`src/rtl/param_sequence_generator_pkg.sv`:
```
// param_sequence_generator_pkg: shared step names and run/halt state encoding for the sequencer
package param_sequence_generator_pkg;
  localparam int unsigned STEP_FETCH     = 0;
  localparam int unsigned STEP_DECODE    = 1;
  localparam int unsigned STEP_EXECUTE   = 2;
  localparam int unsigned STEP_INCREMENT = 3;
  typedef enum logic {RUN = 1'b0, HALT = 1'b1} seq_state_e;
endpackage

```
`src/rtl/param_sequence_generator_counter.sv`:
```
// sequence_cycle_counter: wrap-around completed-sequence counter with async clear and increment enable
module sequence_cycle_counter #(
  parameter int COUNT_WIDTH = 8
) (
  input  logic                   clock,
  input  logic                   clear,
  input  logic                   enable,
  output logic [COUNT_WIDTH-1:0] count
);
  always_ff @(posedge clock or posedge clear)
    if (clear) count <= '0;
    else if (enable) count <= count + COUNT_WIDTH'(1);
endmodule

```
`src/rtl/param_sequence_generator.sv`:
```
// param_sequence_generator: one-hot timing-step sequencer with jump, early end, halt/resume and sequence count
module param_sequence_generator
  import param_sequence_generator_pkg::*;
#(
  parameter int STEP_COUNT  = 4,
  parameter int STEP_WIDTH  = 2,
  parameter int COUNT_WIDTH = 8
) (
  input  logic                   clock,
  input  logic                   input_clear,
  input  logic                   input_clock_enable,
  input  logic                   input_restart,
  input  logic                   input_halt,
  input  logic                   input_resume,
  input  logic                   input_last,
  input  logic                   input_jump,
  input  logic [STEP_WIDTH-1:0]  input_jump_step,
  output logic [STEP_COUNT-1:0]  output_step,
  output logic [STEP_WIDTH-1:0]  output_step_index,
  output logic                   output_halted,
  output logic [COUNT_WIDTH-1:0] output_sequence_count
);
  if (STEP_COUNT < 2 || STEP_COUNT > 16 || STEP_WIDTH != $clog2(STEP_COUNT)) begin : g_bad_params
    $error("param_sequence_generator: STEP_COUNT must be 2..16 and STEP_WIDTH must be clog2(STEP_COUNT)");
  end
  localparam logic [STEP_WIDTH-1:0] FIRST = STEP_WIDTH'(STEP_FETCH);
  localparam logic [STEP_WIDTH-1:0] LAST  = STEP_WIDTH'(STEP_COUNT - 1);
  seq_state_e state, state_nx;
  logic [STEP_WIDTH-1:0] idx, idx_nx;
  logic is_final, jump_ok, count_inc;
  assign is_final = input_last || idx == LAST;
  assign jump_ok  = int'(input_jump_step) < STEP_COUNT;
  always_comb begin
    state_nx  = state;
    idx_nx    = idx;
    count_inc = 1'b0;
    if (state == RUN) begin
      if (input_restart) idx_nx = FIRST;
      else if (input_halt) begin
        state_nx  = HALT;
        count_inc = is_final;
      end
      else if (input_jump) idx_nx = jump_ok ? input_jump_step : FIRST;
      else if (is_final) begin
        idx_nx    = FIRST;
        count_inc = 1'b1;
      end
      else idx_nx = idx + STEP_WIDTH'(1);
    end
    else if (input_restart || (input_resume && !input_halt)) begin
      state_nx = RUN;
      idx_nx   = FIRST;
    end
  end
  always_ff @(posedge clock or posedge input_clear)
    if (input_clear) begin
      state <= RUN;
      idx   <= FIRST;
    end
    else if (input_clock_enable) begin
      state <= state_nx;
      idx   <= idx_nx;
    end
  sequence_cycle_counter #(.COUNT_WIDTH(COUNT_WIDTH)) u_count (
    .clock (clock),
    .clear (input_clear),
    .enable(input_clock_enable && count_inc),
    .count (output_sequence_count)
  );
  assign output_step       = state == HALT ? '0 : STEP_COUNT'(1) << idx;
  assign output_step_index = idx;
  assign output_halted     = state == HALT;
endmodule
```
`config.mk`:
```
export PLATFORM = sky130hd
export DESIGN_NAME = param_sequence_generator
export DESIGN_NICKNAME = d
export VERILOG_FILES = /design/src/rtl/param_sequence_generator_pkg.sv /design/src/rtl/param_sequence_generator_counter.sv /design/src/rtl/param_sequence_generator.sv
export SDC_FILE = /design/constraint.sdc
export NUM_CORES = 1
export LEC_CHECK = 0
export CAP_MARGIN = 40
export CORE_MARGIN = 5
export CORE_UTILIZATION = 30
export CTS_CLUSTER_DIAMETER = 80
export DETAILED_ROUTE_END_ITERATION = 6
export GPL_TIMING_DRIVEN = 0
export PLACE_DENSITY = 0.62
export SYNTH_ARGS = -nofsm -noshare
export SYNTH_HDL_FRONTEND = slang
export SYNTH_HIERARCHICAL = 1
export SYNTH_SLANG_ARGS = --single-unit
```
`constraint.sdc`:
```
create_clock -name clock -period 2.1 [get_ports clock]
set_clock_uncertainty 0.05 [all_clocks]
set_input_delay 0.63 -clock clock [delete_from_list [all_inputs] [get_ports clock]]
set_output_delay 0.63 -clock clock [all_outputs]
set_load 0.01 [all_outputs]
```
Yosys cells after proc, flatten, opt, wreduce, memory -nomap -nowiden
Cells that the tools add are included.
{ "totals": {"in_bits": 10, "elab_cells": 31, "output_inout_bits": 15, "register_bits": 11} }
{ "classes": {"addsub": 2, "eq_ne": 3, "reduce_logical": 6, "shifts": 1, "muxes": 16} }
{ "ops": {"columns": ["op", "count"], "rows": [
  ["2-bit two-way mux", 6],
  ["1-bit two-way mux", 9],
  ["8-bit by 1-bit adder with 8-bit output (second input constant)", 1],
  ["4-bit two-way mux", 1],
  ["1-bit by 2-bit left shift with 4-bit output (first input constant)", 1],
  ["3-bit by 2-bit != test with 1-bit output (second input constant)", 1],
  ["3-bit AND reduction", 1],
  ["2-bit by 1-bit adder with 2-bit output (second input constant)", 1],
  ["2-bit equality test (second input constant)", 1],
  ["1-bit logical AND", 2],
  ["1-bit logical OR", 2],
  ["2-bit by 1-bit != test with 1-bit output (second input constant)", 1],
  ["1-bit logical NOT", 1]
]} }

Longest topological paths before layout
Gate-level depths: netlist of run 1.
{ "logic_depth": {"depth_word": 8, "mapped_depth": 6, "ltp_nobuf": 6} }

Hierarchy
Netlist of run 1, hierarchy kept.
{ "by_module_without_submodules": {"columns": ["module", "area_per_inst_um2", "seq_area_each_um2", "cells_each", "n_inst"], "rows": [
  ["sequence_cycle_counter", 345.3, 200.2, 27, 1],
  ["param_sequence_generator", 276.5, 75.1, 28, 1]
]} }

Worst setup path before layout of run 1
No wires, ideal clock.
{ "synth_path": {"kind": "register -> register", "start": "register idx[0], in the netlist output_step_index[0]", "end": "register u_count.count[7]", "path_stages_with_launch": 7, "setup_time_ns": 0.079, "t_required_ns": 1.971, "t_arrival_ns": 2.123, "path_buffers": 0, "slack_ns": -0.152, "synth_period_minus_slack_ns": 2.252, "path_cell_list": "dfrtp_1 -> ha_1 -> o22ai_1 -> nor4b_1 -> nand4_2 -> nor3_2 -> xor2_1"} }
{ "synth_between": {"elab_chain_len": 8} }
{ "synth_lines": {"columns": ["element", "line", "rtl"], "rows": [
  ["from (decl)", "param_sequence_generator.sv:29", "logic [STEP_WIDTH-1:0] idx, idx_nx;"],
  ["from (signal assigned)", "param_sequence_generator.sv:62", "idx <= idx_nx;"],
  ["2-bit equality test *", "param_sequence_generator.sv:31", "assign is_final = input_last || idx == LAST;"],
  ["1-bit logical OR *", "param_sequence_generator.sv:31", null],
  ["1-bit two-way mux", "param_sequence_generator.sv:44", "else if (is_final) begin"],
  ["1-bit two-way mux", "param_sequence_generator.sv:43", "else if (input_jump) idx_nx = jump_ok ? input_jump_step : FIRST;"],
  ["1-bit two-way mux *", "param_sequence_generator.sv:39", "else if (input_halt) begin"],
  ["1-bit two-way mux *", "param_sequence_generator.sv:38", "if (input_restart) idx_nx = FIRST;"],
  ["1-bit two-way mux *", "param_sequence_generator.sv:37", "if (state == RUN) begin"],
  ["1-bit logical AND *", "param_sequence_generator.sv:67", ".enable(input_clock_enable && count_inc),"],
  ["to (signal assigned)", "param_sequence_generator_counter.sv:12", "else if (enable) count <= count + COUNT_WIDTH'(1);"],
  ["to (decl)", "param_sequence_generator_counter.sv:8", "output logic [COUNT_WIDTH-1:0] count"]
]} }
Mark *: on every way between the ends. The rest lies on a longest branch, timed or not.
A chain may end at the register's enable or synchronous reset.

Worst setup path after layout of run 1
{ "layout_path": {"start": "register idx[0], in the netlist output_step_index[0]", "end": "output output_step[1]"} }
{ "layout_between": {"elab_chain_len": 2} }
{ "layout_lines": {"columns": ["element", "line", "rtl"], "rows": [
  ["1-bit by 2-bit left shift with 4-bit output", "param_sequence_generator.sv:70", "assign output_step = state == HALT ? '0 : STEP_COUNT'(1) << idx;"],
  ["4-bit two-way mux", "param_sequence_generator.sv:70", null],
  ["to (decl)", "param_sequence_generator.sv:18", "output logic [STEP_COUNT-1:0] output_step,"]
]} }
Every way passes these cells.

==> results of run 1 <==
per-layer routing:
metal	global-route usage	wire (um)
met1	0.1312	625
met2	0.1723	732
met3	0.05828	118
met4	0.01042	0
met5	0	0
cell usage in the layout, fill, tap and decap left out:
| cell type | count |
|---|---|
| and2b_2 | 4 |
| xnor2_1 | 4 |
| o21a_1 | 1 |
| inv_1 | 6 |
| nor3_2 | 1 |
| nand2b_1 | 1 |
| o22ai_1 | 1 |
| clkbuf_4 | 3 |
| clkdlybuf4s50_1 | 20 |
| nor4_1 | 1 |
| o2bb2ai_1 | 2 |
| o311ai_2 | 1 |
| clkbuf_1 | 1 |
| dfrtp_2 | 2 |
| ha_1 | 4 |
| a21oi_1 | 2 |
| clkbuf_2 | 2 |
| dlygate4sd2_1 | 1 |
| nor4b_4 | 1 |
| and3_1 | 1 |
| xor2_1 | 3 |
| nand4_2 | 1 |
| nor2_1 | 1 |
| buf_4 | 5 |
| dfrtp_1 | 9 |
| nand4_1 | 2 |
| buf_6 | 2 |
| nor4b_1 | 1 |
| mux2_2 | 1 |
| ha_4 | 1 |
| nand2_1 | 3 |
| or4b_1 | 1 |
how the worst min path moves through the flow:
stage / startpoint / to / slack (ns)
after CTS: u_count/count[7] / u_count/count[7] / 0.43
after global placement: u_count/count[7] / u_count/count[7] / 0.41
after detailed placement: u_count/count[7] / u_count/count[7] / 0.42
after floorplan: input_clear / output_halted / 0.33
final: u_count/count[7] / u_count/count[7] / 0.43
after global routing: u_count/count[7] / u_count/count[7] / 0.45
final cells by class:
| type | count | area, sq um |
|---|---|---|
| Fill cell | 214 | 970.9 |
| Multi-Input combinational cell | 38 | 351.6 |
| Timing Repair Buffer | 30 | 279.0 |
| Sequential cell | 11 | 277.8 |
| Tap cell | 27 | 33.78 |
| Clock buffer | 4 | 26.28 |
| Inverter | 6 | 22.52 |
kinds of logic after synthesis:
family,after synthesis,synth area share
simple gates,18,0.2113
flops,11,0.4426
compound gates,7,0.09258
xor+xnor,7,0.09859
buf+inv,6,0.03621
fa+ha+maj,5,0.1006
mux,1,0.01811
flip-flops by register name, indices dropped and copies added, names as in the netlist:
signal	count
output_step_index	2
u_count/count	8
output_halted	1
critical path: cells and delay by family, from the launching register on:
kind / cells / cell delay, ns
buffers and inverters: 1 / 0.28
adders and majority gates: 1 / 0.19
and+or+nand+nor: 1 / 0.18
DFF: 1 / 0.43
repair_timing:
item                                    4_1_cts  5_1_grt
gates resized for setup                      11        7
buffers inserted                              5        2
hold buffers                                  0        0
endpoints found under the hold margin         0        0
endpoints found under the setup margin       10        7
pin swaps                                     1        4
where the power goes:
group / internal [mW] / leakage [nW] / total (mW) / switching (mW)
logic: 0.129 / 0.289 / 0.210 / 0.0816
registers: 0.249 / 0.143 / 0.304 / 0.0554
clock network: 0.0735 / 0.0150 / 0.144 / 0.0707
==> out/metrics.cfg, run 1 <==
[run_status]
outcome = completed

[critical_path]
endpoint = output_step[1]
cp_slowest_cell = dfrtp_2
r2r_setup_slack_ns = 0.27
arrival_ns = 1.34
cp-startpoint = output_step_index[0]
worstSetupEndpointType = output port
worstPathMaxFanout = 4
path_cells = ha_1 > and2b_2 > dlygate4sd2_1
required_ns = 1.42
crit_path_max_incr_delay_ns = 0.43
start_kind = register
r2r_cells = 7
r2r_end = u_count/count[1]
critPathKind = register to output port
rr_startpoint = output_step_index[0]

[sta]
rsz0062_at_grt = yes
finalHoldWorstSlack_ns = 0.4254
finalSetupViolCount = 0
finalCritPeriodShare = 0.9618
finalHoldViolCount = 0
tightest_slew_ns = 0.3152
final.setup.tns_ns = 0
fin_ws_ns = 0.08015
slew_headroom = 0.7896
slew_violations = 0
fmax_mhz = 495.1
finalCriticalPeriod_ns = 2.020

[placed_design]
place_hpwl_um = 1044
dp_cells = 106
place_ws_ns = -0.5713
routabilityCongestion = 0.6893
port-buffer-count = 24
placedInstanceArea_sq_um = 902.1

[clock_tree]
cts_root_buffer = clkbuf_4
cts.clk_slew.worst_paths_ns = 0.07
cts_tree = built
numCtsBuffers = 3
clock_latency_ns = 0.26
clkSinkCount = 11
clk_path_buf_depth = 2
cts_max_level = 1

[logic_synthesis]
synthArstFlopShare = 1.000
synth-seq-cells = 11
synth_flop_cell = dfrtp_1
netlist.area_leader.share = 0.4427
synth_area_sq_um = 621.8
ys_warn_count = 6
syn_nets = 70
synth.most_common_cell = dfrtp_1
synth_top_area_cell = dfrtp_1
syn-instance-count = 55
ys_types = 22
yosys-top-cells-area = dfrtp_1 (44%), ha_1 (10%), and2b_2 (5.6%), xnor2_1 (5.6%), xor2_1 (4.2%)
synth_common_cells = dfrtp_1 (11), inv_1 (6), ha_1 (5), and2b_2 (4), xnor2_1 (4)
postSynthAreaPerCell_sq_um = 11.31
seq_area_frac_synth = 0.4427
synth_edf_count = 0

[floorplan]
fp.dieW_um = 55.53
dieArea_sq_um = 3084
core_area_sq_um = 1962
die_y_um = 55.53
rows = 16
start_util = 0.3170
pin_count = 25

[power_and_ir_drop]
leakage_nw = 0.4479
power.density_nw_per_um2 = 664.8
power.total_mw = 0.6588
ir_drop_mv = 0.6295

[global_route]
grtUsageTotal = 0.1075
grt_pass1_vias = 594
antenna_found_initial = 0
grt_max_degree = 10
gr-total-overflow = 0
grt_pass1_wl_um = 2704

[routing]
drt_pass1_iterations = 4
vias_per_cell = 4.612
ant_nets = 0
drtIter0Drc = 2
drcViolationCount = 0
num_vias = 535
wl_per_cell_um = 12.72
wl_um = 1476

[finish]
instances_no_fill = 116
areaGrowthSynthToFinish_pct = 59.36
post_route_cells_drive_above_1_share = 0.2697
final_cell_area_sq_um = 991.0
utilization = 0.5051
finish.net_count = 105
antennaDiodeCount = 0

[worst_hold_path]
hold_path.class = register to register
whs_path_depth = 1

[flow_run]
max-cap-violations = 0

Power figures use the tool's default switching activity.
==> run 2: changes to the inputs <==
--- a/config.mk
+++ b/config.mk
@@ -8,7 +8,7 @@
 export CAP_MARGIN = 40
 export CORE_MARGIN = 5
 export CORE_UTILIZATION = 30
-export CTS_CLUSTER_DIAMETER = 80
+export CTS_CLUSTER_DIAMETER = 30
 export DETAILED_ROUTE_END_ITERATION = 6
 export GPL_TIMING_DRIVEN = 0
 export PLACE_DENSITY = 0.62
==> results of run 2 <==
No change in the layout: final DEF, timing and power equal those of run 1.
